## src/rtl/mips_isa_pkg.sv

```systemverilog
// MIPS opcode/funct constants shared with the CPU decode, the programmer's mnemonic codes and FSM states.
// VRD/VCMP states exist only when IMEM_VERIFY_EN is defined.
package mips_isa_pkg;

    localparam logic [5:0] OPC_RTYPE = 6'b000000;
    localparam logic [5:0] OPC_J     = 6'b000010;
    localparam logic [5:0] OPC_JAL   = 6'b000011;
    localparam logic [5:0] OPC_BEQ   = 6'b000100;
    localparam logic [5:0] OPC_BNE   = 6'b000101;
    localparam logic [5:0] OPC_ADDI  = 6'b001000;
    localparam logic [5:0] OPC_ADDIU = 6'b001001;
    localparam logic [5:0] OPC_SLTI  = 6'b001010;
    localparam logic [5:0] OPC_LW    = 6'b100011;
    localparam logic [5:0] OPC_SW    = 6'b101011;

    localparam logic [5:0] FN_JR  = 6'b001000;
    localparam logic [5:0] FN_ADD = 6'b100000;
    localparam logic [5:0] FN_SUB = 6'b100010;
    localparam logic [5:0] FN_AND = 6'b100100;
    localparam logic [5:0] FN_OR  = 6'b100101;
    localparam logic [5:0] FN_SLT = 6'b101010;

    typedef enum logic [3:0] {
        MN_ADD     = 4'd0,
        MN_SUB     = 4'd1,
        MN_AND     = 4'd2,
        MN_OR      = 4'd3,
        MN_SLT     = 4'd4,
        MN_JR      = 4'd5,
        MN_BEQ     = 4'd6,
        MN_BNE     = 4'd7,
        MN_J       = 4'd8,
        MN_JAL     = 4'd9,
        MN_SLTI    = 4'd10,
        MN_LW      = 4'd11,
        MN_SW      = 4'd12,
        MN_ADDI    = 4'd13,
        MN_ADDIU   = 4'd14,
        MN_ILLEGAL = 4'd15
    } mnem_t;

`ifdef IMEM_VERIFY_EN
    typedef enum logic [2:0] {
        ST_IDLE, ST_LOAD, ST_WRITE, ST_VRD, ST_VCMP, ST_FULL
    } prog_state_t;
`else
    typedef enum logic [2:0] {
        ST_IDLE, ST_LOAD, ST_WRITE, ST_FULL
    } prog_state_t;
`endif

    function automatic logic [31:0] enc_r(input logic [4:0] rs, input logic [4:0] rt,
                                          input logic [4:0] rd, input logic [5:0] fn);
        return {OPC_RTYPE, rs, rt, rd, 5'b00000, fn};
    endfunction

    function automatic logic [31:0] enc_i(input logic [5:0] opc, input logic [4:0] rs,
                                          input logic [4:0] rt, input logic [15:0] imm);
        return {opc, rs, rt, imm};
    endfunction

endpackage

```

## src/rtl/instr_encoder.sv

```systemverilog
// Combinational packing of symbolic instruction fields into a 32-bit MIPS word.
module instr_encoder
    import mips_isa_pkg::*;
(
    input  logic [3:0]  i_op,
    input  logic [4:0]  i_rs,
    input  logic [4:0]  i_rt,
    input  logic [4:0]  i_rd,
    input  logic [15:0] i_imm,
    input  logic [25:0] i_target,
    output logic [31:0] o_word,
    output logic        o_illegal
);

    mnem_t w_mn;
    assign w_mn = mnem_t'(i_op);

    always_comb begin
        o_word    = 32'h0;
        o_illegal = 1'b0;
        case (w_mn)
            MN_ADD:   o_word = enc_r(i_rs, i_rt, i_rd, FN_ADD);
            MN_SUB:   o_word = enc_r(i_rs, i_rt, i_rd, FN_SUB);
            MN_AND:   o_word = enc_r(i_rs, i_rt, i_rd, FN_AND);
            MN_OR:    o_word = enc_r(i_rs, i_rt, i_rd, FN_OR);
            MN_SLT:   o_word = enc_r(i_rs, i_rt, i_rd, FN_SLT);
            // jr only carries rs; rt/rd fields are forced to zero
            MN_JR:    o_word = enc_r(i_rs, 5'd0, 5'd0, FN_JR);
            MN_BEQ:   o_word = enc_i(OPC_BEQ, i_rs, i_rt, i_imm);
            MN_BNE:   o_word = enc_i(OPC_BNE, i_rs, i_rt, i_imm);
            MN_J:     o_word = {OPC_J, i_target};
            MN_JAL:   o_word = {OPC_JAL, i_target};
            MN_SLTI:  o_word = enc_i(OPC_SLTI, i_rs, i_rt, i_imm);
            MN_LW:    o_word = enc_i(OPC_LW, i_rs, i_rt, i_imm);
            MN_SW:    o_word = enc_i(OPC_SW, i_rs, i_rt, i_imm);
            MN_ADDI:  o_word = enc_i(OPC_ADDI, i_rs, i_rt, i_imm);
            MN_ADDIU: o_word = enc_i(OPC_ADDIU, i_rs, i_rt, i_imm);
            default:  o_illegal = 1'b1;
        endcase
    end

endmodule

```

## src/rtl/imem_programmer.sv

```systemverilog
// Instruction-memory programmer: encodes fields, writes sequential words, holds the CPU in reset meanwhile.
// Optional readback check enabled by IMEM_VERIFY_EN.
module imem_programmer
    import mips_isa_pkg::*;
#(
    parameter int ADDR_W = 8
) (
    input  logic              clk,
    input  logic              rst_n,
    input  logic              start,
    input  logic              finish,
    input  logic              in_valid,
    output logic              in_ready,
    input  logic [3:0]        in_op,
    input  logic [4:0]        in_rs,
    input  logic [4:0]        in_rt,
    input  logic [4:0]        in_rd,
    input  logic [15:0]       in_imm,
    input  logic [25:0]       in_target,
    output logic              imem_we,
    output logic [ADDR_W-1:0] imem_addr,
    output logic [31:0]       imem_wdata,
    input  logic [31:0]       imem_rdata,
    output logic              cpu_hold,
    output logic [ADDR_W:0]   word_count,
    output logic              full,
    output logic              err
);

    localparam logic [ADDR_W:0] CAP    = {1'b1, {ADDR_W{1'b0}}};
    localparam logic [ADDR_W:0] CAP_M1 = {1'b0, {ADDR_W{1'b1}}};

    prog_state_t       r_state, w_next;
    logic [ADDR_W:0]   r_count, w_cnt_nxt;
    logic [31:0]       r_wdata;
    logic              r_we, r_hold, r_full, r_err;
    logic [ADDR_W-1:0] r_addr;

    logic [31:0] w_enc_word;
    logic        w_enc_illegal;
    logic        w_ready, w_accept, w_ctrl_state, w_sess_start, w_sess_end;
    logic        w_inc, w_mismatch;

    instr_encoder u_enc (
        .i_op     (in_op),
        .i_rs     (in_rs),
        .i_rt     (in_rt),
        .i_rd     (in_rd),
        .i_imm    (in_imm),
        .i_target (in_target),
        .o_word   (w_enc_word),
        .o_illegal(w_enc_illegal)
    );

    assign w_ready      = (r_state == ST_LOAD) & ~start & ~finish;
    assign w_accept     = in_valid & w_ready;
    assign w_ctrl_state = (r_state == ST_IDLE) | (r_state == ST_LOAD) | (r_state == ST_FULL);
    assign w_sess_start = start & w_ctrl_state;
    assign w_sess_end   = finish & ~start & ((r_state == ST_LOAD) | (r_state == ST_FULL));

`ifdef IMEM_VERIFY_EN
    assign w_inc      = (r_state == ST_VCMP) & (imem_rdata == r_wdata);
    assign w_mismatch = (r_state == ST_VCMP) & (imem_rdata != r_wdata);
`else
    logic w_unused_rdata;
    assign w_unused_rdata = ^imem_rdata;
    assign w_inc      = (r_state == ST_WRITE);
    assign w_mismatch = 1'b0;
`endif

    always_comb begin
        w_next = r_state;
        case (r_state)
            ST_IDLE:  if (start) w_next = ST_LOAD;
            ST_LOAD: begin
                if (start)
                    w_next = ST_LOAD;
                else if (finish)
                    w_next = ST_IDLE;
                else if (w_accept & ~w_enc_illegal)
                    w_next = ST_WRITE;
            end
`ifdef IMEM_VERIFY_EN
            ST_WRITE: w_next = ST_VRD;
            ST_VRD:   w_next = ST_VCMP;
            ST_VCMP: begin
                if (w_mismatch)
                    w_next = ST_LOAD;
                else
                    w_next = (r_count == CAP_M1) ? ST_FULL : ST_LOAD;
            end
`else
            ST_WRITE: w_next = (r_count == CAP_M1) ? ST_FULL : ST_LOAD;
`endif
            ST_FULL: begin
                if (start)
                    w_next = ST_LOAD;
                else if (finish)
                    w_next = ST_IDLE;
            end
            default:  w_next = ST_IDLE;
        endcase
    end

    // Counter saturates at capacity; address output tracks the next count so it is registered
    always_comb begin
        w_cnt_nxt = r_count;
        if (w_sess_start)
            w_cnt_nxt = '0;
        else if (w_inc && (r_count != CAP))
            w_cnt_nxt = r_count + {{ADDR_W{1'b0}}, 1'b1};
    end

    always_ff @(posedge clk or negedge rst_n) begin
        if (!rst_n) begin
            r_state <= ST_IDLE;
            r_count <= '0;
            r_wdata <= '0;
            r_we    <= 1'b0;
            r_addr  <= '0;
            r_hold  <= 1'b0;
            r_full  <= 1'b0;
            r_err   <= 1'b0;
        end else begin
            r_state <= w_next;
            r_count <= w_cnt_nxt;
            r_addr  <= w_cnt_nxt[ADDR_W-1:0];
            r_we    <= (w_next == ST_WRITE);
            r_hold  <= (w_next != ST_IDLE);
            r_full  <= (w_next == ST_FULL);
            if (w_accept && !w_enc_illegal)
                r_wdata <= w_enc_word;
            if (w_sess_start)
                r_err <= 1'b0;
            else if ((w_accept && w_enc_illegal) || w_mismatch)
                r_err <= 1'b1;
        end
    end

    assign in_ready   = w_ready;
    assign imem_we    = r_we;
    assign imem_addr  = r_addr;
    assign imem_wdata = r_wdata;
    assign cpu_hold   = r_hold;
    assign word_count = r_count;
    assign full       = r_full;
    assign err        = r_err;

    logic w_unused_end;
    assign w_unused_end = w_sess_end;

endmodule
```

## config.mk

```make
export PLATFORM = sky130hd
export DESIGN_NAME = imem_programmer
export DESIGN_NICKNAME = d
export VERILOG_FILES = /design/src/rtl/mips_isa_pkg.sv /design/src/rtl/instr_encoder.sv /design/src/rtl/imem_programmer.sv
export SDC_FILE = /design/constraint.sdc
export NUM_CORES = 1
export LEC_CHECK = 0
export ABC_AREA = 1
export CAP_MARGIN = 25
export CORE_UTILIZATION = 42
export DETAILED_ROUTE_END_ITERATION = 7
export PLACE_DENSITY = 0.87
export REMOVE_ABC_BUFFERS = 1
export SLEW_MARGIN = 20
export SYNTH_ARGS = -nofsm -noshare
export SYNTH_HDL_FRONTEND = slang
export SYNTH_SLANG_ARGS = --single-unit
```

## constraint.sdc

```tcl
create_clock -name clk -period 2.6 [get_ports clk]
set_input_delay 0.65 -clock clk [delete_from_list [all_inputs] [get_ports clk]]
set_output_delay 0.65 -clock clk [all_outputs]
set_load 0.1 [all_outputs]
```

==> results.txt <==
- Type of origin of the critical path: input pin
- Measured on the finished design, the core utilization comes to 0.6368.
* Total global routing track utilization: 0.2169
- By area the synthesized netlist is led by sky130_fd_sc_hd__dfrtp_1 44%, sky130_fd_sc_hd__nand2_1 12%, sky130_fd_sc_hd__nor2_1 11%.
- Maxcap violations: 0
- For the worst setup path, the data arrival time is around 1.7 ns.
* Final design instance area without fill: ~3800 um2
- Pin count of the biggest net entering global routing: 48
- Clock root buffer master: sky130_fd_sc_hd__clkbuf_8
- The number of hold buffers added after CTS was 0.
- The number of antenna diodes in the final layout is 0.
* Fraction of layout instances using a drive strength above 1: 0.1677
- Row generation in the floorplan step produced 28 rows.
* Pre-CTS worst setup slack: -0.06276 ns
- Summed over all failing endpoints, the final setup total negative slack is 0 ns.
- Worst-path clk slew: 0.08 ns
- Category of the most critical setup path: in2out
- Headroom to the max-slew limit came out at 0.6190.
- In this run the count of I/O pins placed on the die edge is ~150.
- Setup violations remaining at the end of the flow were counted as 0.
- Post-synthesis cell type with the largest combined area: sky130_fd_sc_hd__dfrtp_1
- Prevailing post-synth register cell: sky130_fd_sc_hd__dfrtp_1
- Layout area overhead: 43.92%
- The multi-input combinational cells in the finished layout cover a total of 1187 um2.
* Category of the worst setup path capture point: output pin
- For the finished layout, the period the worst path requires is around 2.4 ns.
- At the end of the flow, the number of nets in the layout was approximately 580.
* Vias in the first global route: 2521
* Highest fanout seen on the critical path: 4
- Floorplan die area: ~6700 um2
- Core outline area: between 6000 and 7000 um2
* Initial antenna violation count: 0
- Skew final: 0.006955 ns
* Netlist Area Pre-Place: about 2700 um2
- Input and output buffers added on the ports amount to between 100 and 150.
* Yosys warns: 0
- The total count of max-transition violations in the final report was 0.
* Count of cell types in the netlist: 28
- A synthesized cell averages roughly 7.3 um2.
* DRT iter0 DRCs: approximately 160
* Half-perimeter wire length after detailed placement: approximately 5000 um
- TritonCTS built the clock tree.
* DRC violation count after routing: 0
* Die boundary height: 81.68 um
- Required time of the critical path: a little under 2 ns
* Number of levels the H-tree was split into: 2
- Global routing finished with a remaining overflow of 0.
- The sequential cells in the finished layout cover a total of between 1000 and 1500 um2.
- Critical-path cell list: clkdlybuf4s50_1 -> inv_1 -> nand2_1 -> nor2_4 -> buf_12
* Seq/Total Area, Yosys: 0.4411
* Post-CTS Resized: 0
* Number of clock buffers inserted by TritonCTS: 5
- Post-detailed-route count of antenna-violating nets: 0
* Highest-delay cell along the critical path: sky130_fd_sc_hd__clkdlybuf4s50_1
- After filler insertion, the fill cell instance count of the layout stands at between 500 and 600.
- Synthesis produced a netlist whose cell count is ~360.
- The share of synthesized area in the top cell type comes to 0.4411.
* Post-detailed-routing wire length: just under 7000 um
- Critical path's largest stage delay: 0.41 ns
- The placed instances occupy a cell area of roughly 3700 um2.
* Kind of cell adding the most delay to the critical path: buffers and inverters
- Async S/R FF share, synth: 1.000
- Max VDD drop: 0.5593 mV
- Yosys mapped a number of flops with a built-in enable equal to 0.
- Clock net sink count: 47
* Wire length of the first global-routing pass: around 11000 um
- The worst path meets setup with roughly 0.23 ns of slack.
* Bufs and invs on worst path: 3
- Effective utilization at floorplan: 0.4425
- Hold WC Path Type: in2async
- The run finished with clean final reports.
- In the finished design, the share of the clock period the worst path needs comes to 0.9112.
- Via density per instance: 4.871
- In this run the post-CTS setup repair buffer count came out at 0.
- The tightest hold path in the finished design has a slack of ~0.31 ns.
* Highest achievable clock rate: between 400 and 500 MHz
* Leakage power: between 1.5 and 2 nW
- Setup repair after global routing left no endpoint under its margin.
- The first detailed-routing pass took 5 iterations.
- The final number of hold-violating endpoints came to 0.
- Average wire per standard cell: roughly 12 um
* Via count: 2689
- Die outline width: between 80 and 90 um
- In this run the power density over the cells is about 830 nW/um2.
- Post-synthesis sequential element count: 47
- At the pin with the least slew margin, the transition time is roughly 0.57 ns.
- Later-pin clock latency in the skew report: 0.30 ns
* Maximum root-to-sink buffer count: 2
- The congestion estimate from routability-driven global placement came to ~0.84.
-- cell families after synthesis --
family,after synthesis,share of synthesized area
adders and majority gates,3,0.01408
other,1,0.001406
xor gates and xnor gates,4,0.01314
buffers and inverters,60,0.1150
and+or+nand+nor,203,0.3266
DFF,47,0.4411
AOI/OAI and AO/OA,45,0.08870
-- cell usage after synthesis, types with 3 or more instances --
master	number
sky130_fd_sc_hd__nand2_1	85
sky130_fd_sc_hd__nor2_1	77
sky130_fd_sc_hd__dfrtp_1	47
sky130_fd_sc_hd__inv_1	38
sky130_fd_sc_hd__a21oi_1	28
sky130_fd_sc_hd__nand3_1	20
sky130_fd_sc_hd__buf_4	13
sky130_fd_sc_hd__o21ai_0	12
sky130_fd_sc_hd__buf_6	4
sky130_fd_sc_hd__nor2_4	4
sky130_fd_sc_hd__nor3_1	4
sky130_fd_sc_hd__or2_1	4
sky130_fd_sc_hd__xor2_1	4
sky130_fd_sc_hd__ha_1	3
sky130_fd_sc_hd__inv_2	3
sky130_fd_sc_hd__nand4_1	3
-- registers in the layout (all words and copies together) (netlist names) --
name,flops
cpu_hold,1
err,1
full,1
imem_wdata,31
imem_we,1
r_state,3
word_count,9
-- worst paths after layout --
path	startpoint	endpoint	slack, ns	cells past startpoint
worst max register to register	r_state[1]$_DFF_PN0_	imem_wdata[12]$_DFFE_PN0P_	0.77	8
min in group clk	imem_wdata[11]$_DFFE_PN0P_	imem_wdata[11]$_DFFE_PN0P_	0.50	2
worst max-delay path	start	in_ready	0.23	5
worst min register to register	imem_wdata[11]$_DFFE_PN0P_	imem_wdata[11]$_DFFE_PN0P_	0.50	2
max in group asynchronous	rst_n	word_count[4]$_DFFE_PN0P_	2.06	2
worst min-delay path	rst_n	word_count[0]$_DFFE_PN0P_	0.31	2
-- placed cells by master (no fill, tap or decap) --
cell / instances
sky130_fd_sc_hd__and2_1: 1
sky130_fd_sc_hd__clkbuf_8: 7
sky130_fd_sc_hd__nor2_4: 4
sky130_fd_sc_hd__nand2_4: 1
sky130_fd_sc_hd__conb_1: 2
sky130_fd_sc_hd__o21a_1: 1
sky130_fd_sc_hd__ha_1: 3
sky130_fd_sc_hd__or2_1: 4
sky130_fd_sc_hd__a21oi_1: 28
sky130_fd_sc_hd__inv_2: 3
sky130_fd_sc_hd__o21ai_0: 12
sky130_fd_sc_hd__clkbuf_1: 1
sky130_fd_sc_hd__xor2_1: 4
sky130_fd_sc_hd__buf_2: 1
sky130_fd_sc_hd__o22ai_1: 1
sky130_fd_sc_hd__inv_1: 38
sky130_fd_sc_hd__nor2_2: 2
sky130_fd_sc_hd__nand2_2: 1
sky130_fd_sc_hd__a21oi_2: 1
sky130_fd_sc_hd__buf_4: 56
sky130_fd_sc_hd__a21boi_0: 1
sky130_fd_sc_hd__dfrtp_1: 47
sky130_fd_sc_hd__nand2_1: 85
sky130_fd_sc_hd__buf_12: 3
sky130_fd_sc_hd__clkdlybuf4s50_1: 64
sky130_fd_sc_hd__nand3_4: 1
sky130_fd_sc_hd__nor3_1: 4
sky130_fd_sc_hd__a31oi_1: 1
sky130_fd_sc_hd__nand3_1: 20
sky130_fd_sc_hd__nand4_1: 3
sky130_fd_sc_hd__nor2_1: 77
-- power by group --
| group | internal, mW | leakage (nW) | switching (mW) |
|---|---|---|---|
| registers | 0.872 | 0.593 | 0.0899 |
| clock network | 0.243 | 0.0515 | 0.236 |
| logic | 0.381 | 1.33 | 1.36 |
| total | 1.50 | 1.98 | 1.69 |
-- per-stage QoR --
stage	total power, mW	std cells
2_1_floorplan	2.268	345
3_3_place_gp	2.699	544
3_5_place_dp	2.722	544
4_1_cts	3.203	552
5_1_grt	3.324	552
6_report	3.182	552
-- routing by layer --
layer,global-route usage,wire length [um],vias to the layer above
li1,-,-,1340
met1,0.2584,2905,1253
met2,0.3842,3372,90
met3,0.05778,467,6
met4,0.05789,79,0
met5,0,0,-
-- area by class of cell --
cell class | count | area share
Clock buffer | 8 | 0.02608
Tap cell | 75 | 0.02445
Inverter | 41 | 0.04010
Sequential cell | 47 | 0.3065
Timing Repair Buffer | 124 | 0.2934
Multi-Input combinational cell | 257 | 0.3094
Power figures use the tool's default switching activity.
==> patch (config.mk and constraints unchanged) <==
`ADDR_W`: 8 -> 9.
--- a/src/rtl/imem_programmer.sv
+++ b/src/rtl/imem_programmer.sv
@@ -5,3 +5,3 @@
 #(
-    parameter int ADDR_W = 8
+    parameter int ADDR_W = 9
 ) (
Ports: changed (resized imem_addr and word_count); port bits go from 152 to 154. The function was not compared with the original's and may differ.
==> patch against the original RTL <==
Worst hold slack improved by 0.14 ns. Setup slack improved by 0.073 ns. Total power decreased by 3.2%. Sequential share of layout area increased by 0.63 points. Cell area about the same. Synthesized area decreased by 0.84%. Fmax increased by 3.2%. Sequential cell count increased by 1. Routed wire length increased by 10%. Clock power decreased by 2%.
==> patch: results (changes against the original RTL) <==
- The largest incremental delay on the critical path is 0.44 ns (+0.03 ns).
- The count of different cell masters after synthesis is 26 (-7.1%).
- The global-route wire length before repair came to 11300 um (+2.1%).
- The worst-margin pin slew is 0.627 ns (+0.0561 ns).
- The count of mapped cells out of synthesis is 360 (-0.83%).
- The fraction of final layout cells sized beyond drive strength 1 is 17.4% (+0.59 points).
- The total placed cells including tap cells was 545 (+0.18%).
- Counting instances in the post-synthesis netlist gives the leading cell types as sky130_fd_sc_hd__nand2_1, sky130_fd_sc_hd__nor2_1, sky130_fd_sc_hd__dfrtp_1.
- The global placement routability congestion is 0.915 (+8.5%).
- The count of TritonRoute iterations in the first routing pass is 4 (-1).
- The post-placement cell area is 3740 um2 (+0.13%).
- The number of input and output port buffers inserted is 120 (+1.7%).
- The violation count after the first detailed-routing iteration is 134 (-17%).
- The routed wire length is 7540 um (+10%).
- The portion of the post-synthesis area used by sequential elements is 45.4% (+1.3 points).
- The critical path's top delay family is buffers and inverters.
- The synthesized-area fraction occupied by xor and xnor cells is 1.33% (+0.011 points).
- The arithmetic-cell share of the synthesized area counting full adders, half adders and majority gates is 0.947% (-0.46 points).
- The half-perimeter wire length of the detailed placement result was 5610 um (+11%).
- The critical path data arrival time was 1.65 ns (-0.07 ns).
- The final clock skew was 0.00999 ns (+0.00304 ns).
- The flow ran to the end, and the final reports show no timing, DRC or antenna violations.
- The maximum number of pins on one net before global-route repair is 49 (+2.1%).
- The via count of the first global-routing pass is 2487 (-1.3%).
- The worst ir drop on vdd was 0.577 mV (+3.1%).
- The worst-path maximum fanout was 3 (-1).
- The switching power total was 1.63 mW (-3.5%).
- The routed length per placed instance was 13.6 um (+10%).
- The compound-gate portion of the synthesized area is 12.2% (+3.3 points).
patch: changes by cell type after synthesis, sizes merged, moves of 3 or more:
| cell | unedited run | this run |
|---|---|---|
| nand3 | 21 | 18 |
| a21oi | 29 | 44 |
| nand4 | 3 | 11 |
| or2 | 4 | 0 |
| inv | 41 | 33 |
| nand2 | 87 | 97 |
| nor2 | 83 | 61 |
patch: cell type report:
cell class / instances / area [um2]
inverters: 33 / 124
well taps: 75 / 93.8
clock inverters: 2 / 15.0
multi-input cells: 260 / 1180
clock buffers: 6 / 82.6
repair buffers: 129 / 1140
flip-flops and latches: 48 / 1200
fillers: 500 / 2150
patch: power groups by stage:
stage	Clock [mW]	Combinational, mW	Sequential (mW)
finish	0.471	1.65	0.962
global route	0.513	1.71	0.975
CTS	0.487	1.65	0.962
detailed placement	0	1.65	0.977
global placement	0	1.64	0.969
floorplan	0	0.200	1.99
patch: logic make-up (layout without fill, tap and decap cells):
kind of cell             count (synthesis)  count (layout)
AO/OA/AOI/OAI                           62              62
XOR/XNOR                                 4               4
adder cells (fa/ha/maj)                  2               2
buffers and inverters                   53             170
flip-flops                              48              48
other                                    1               2
AND/OR/NAND/NOR                        190             190
patch: final timing paths:
| kind | from | endpoint | slack [ns] | cells after the start |
|---|---|---|---|---|
| setup / recovery | start | in_ready | 0.30 | 5 |
| max in group asynchronous | rst_n | imem_wdata[26] | 1.73 | 2 |
| min in group clk | imem_wdata[31] | imem_wdata[31] | 0.49 | 2 |
| hold / removal | rst_n | word_count[8] | 0.45 | 2 |
| setup reg to reg | r_state[1] | imem_wdata[14] | 0.95 | 7 |
| hold reg to reg | imem_wdata[31] | imem_wdata[31] | 0.49 | 2 |
patch: routing by layer:
layer  global-route usage [%]  wire length [um]
met2                     40.7              3650
met1                     25.4              2960
met3                     6.74               868
met4                     4.11                52
met5                        0                 0
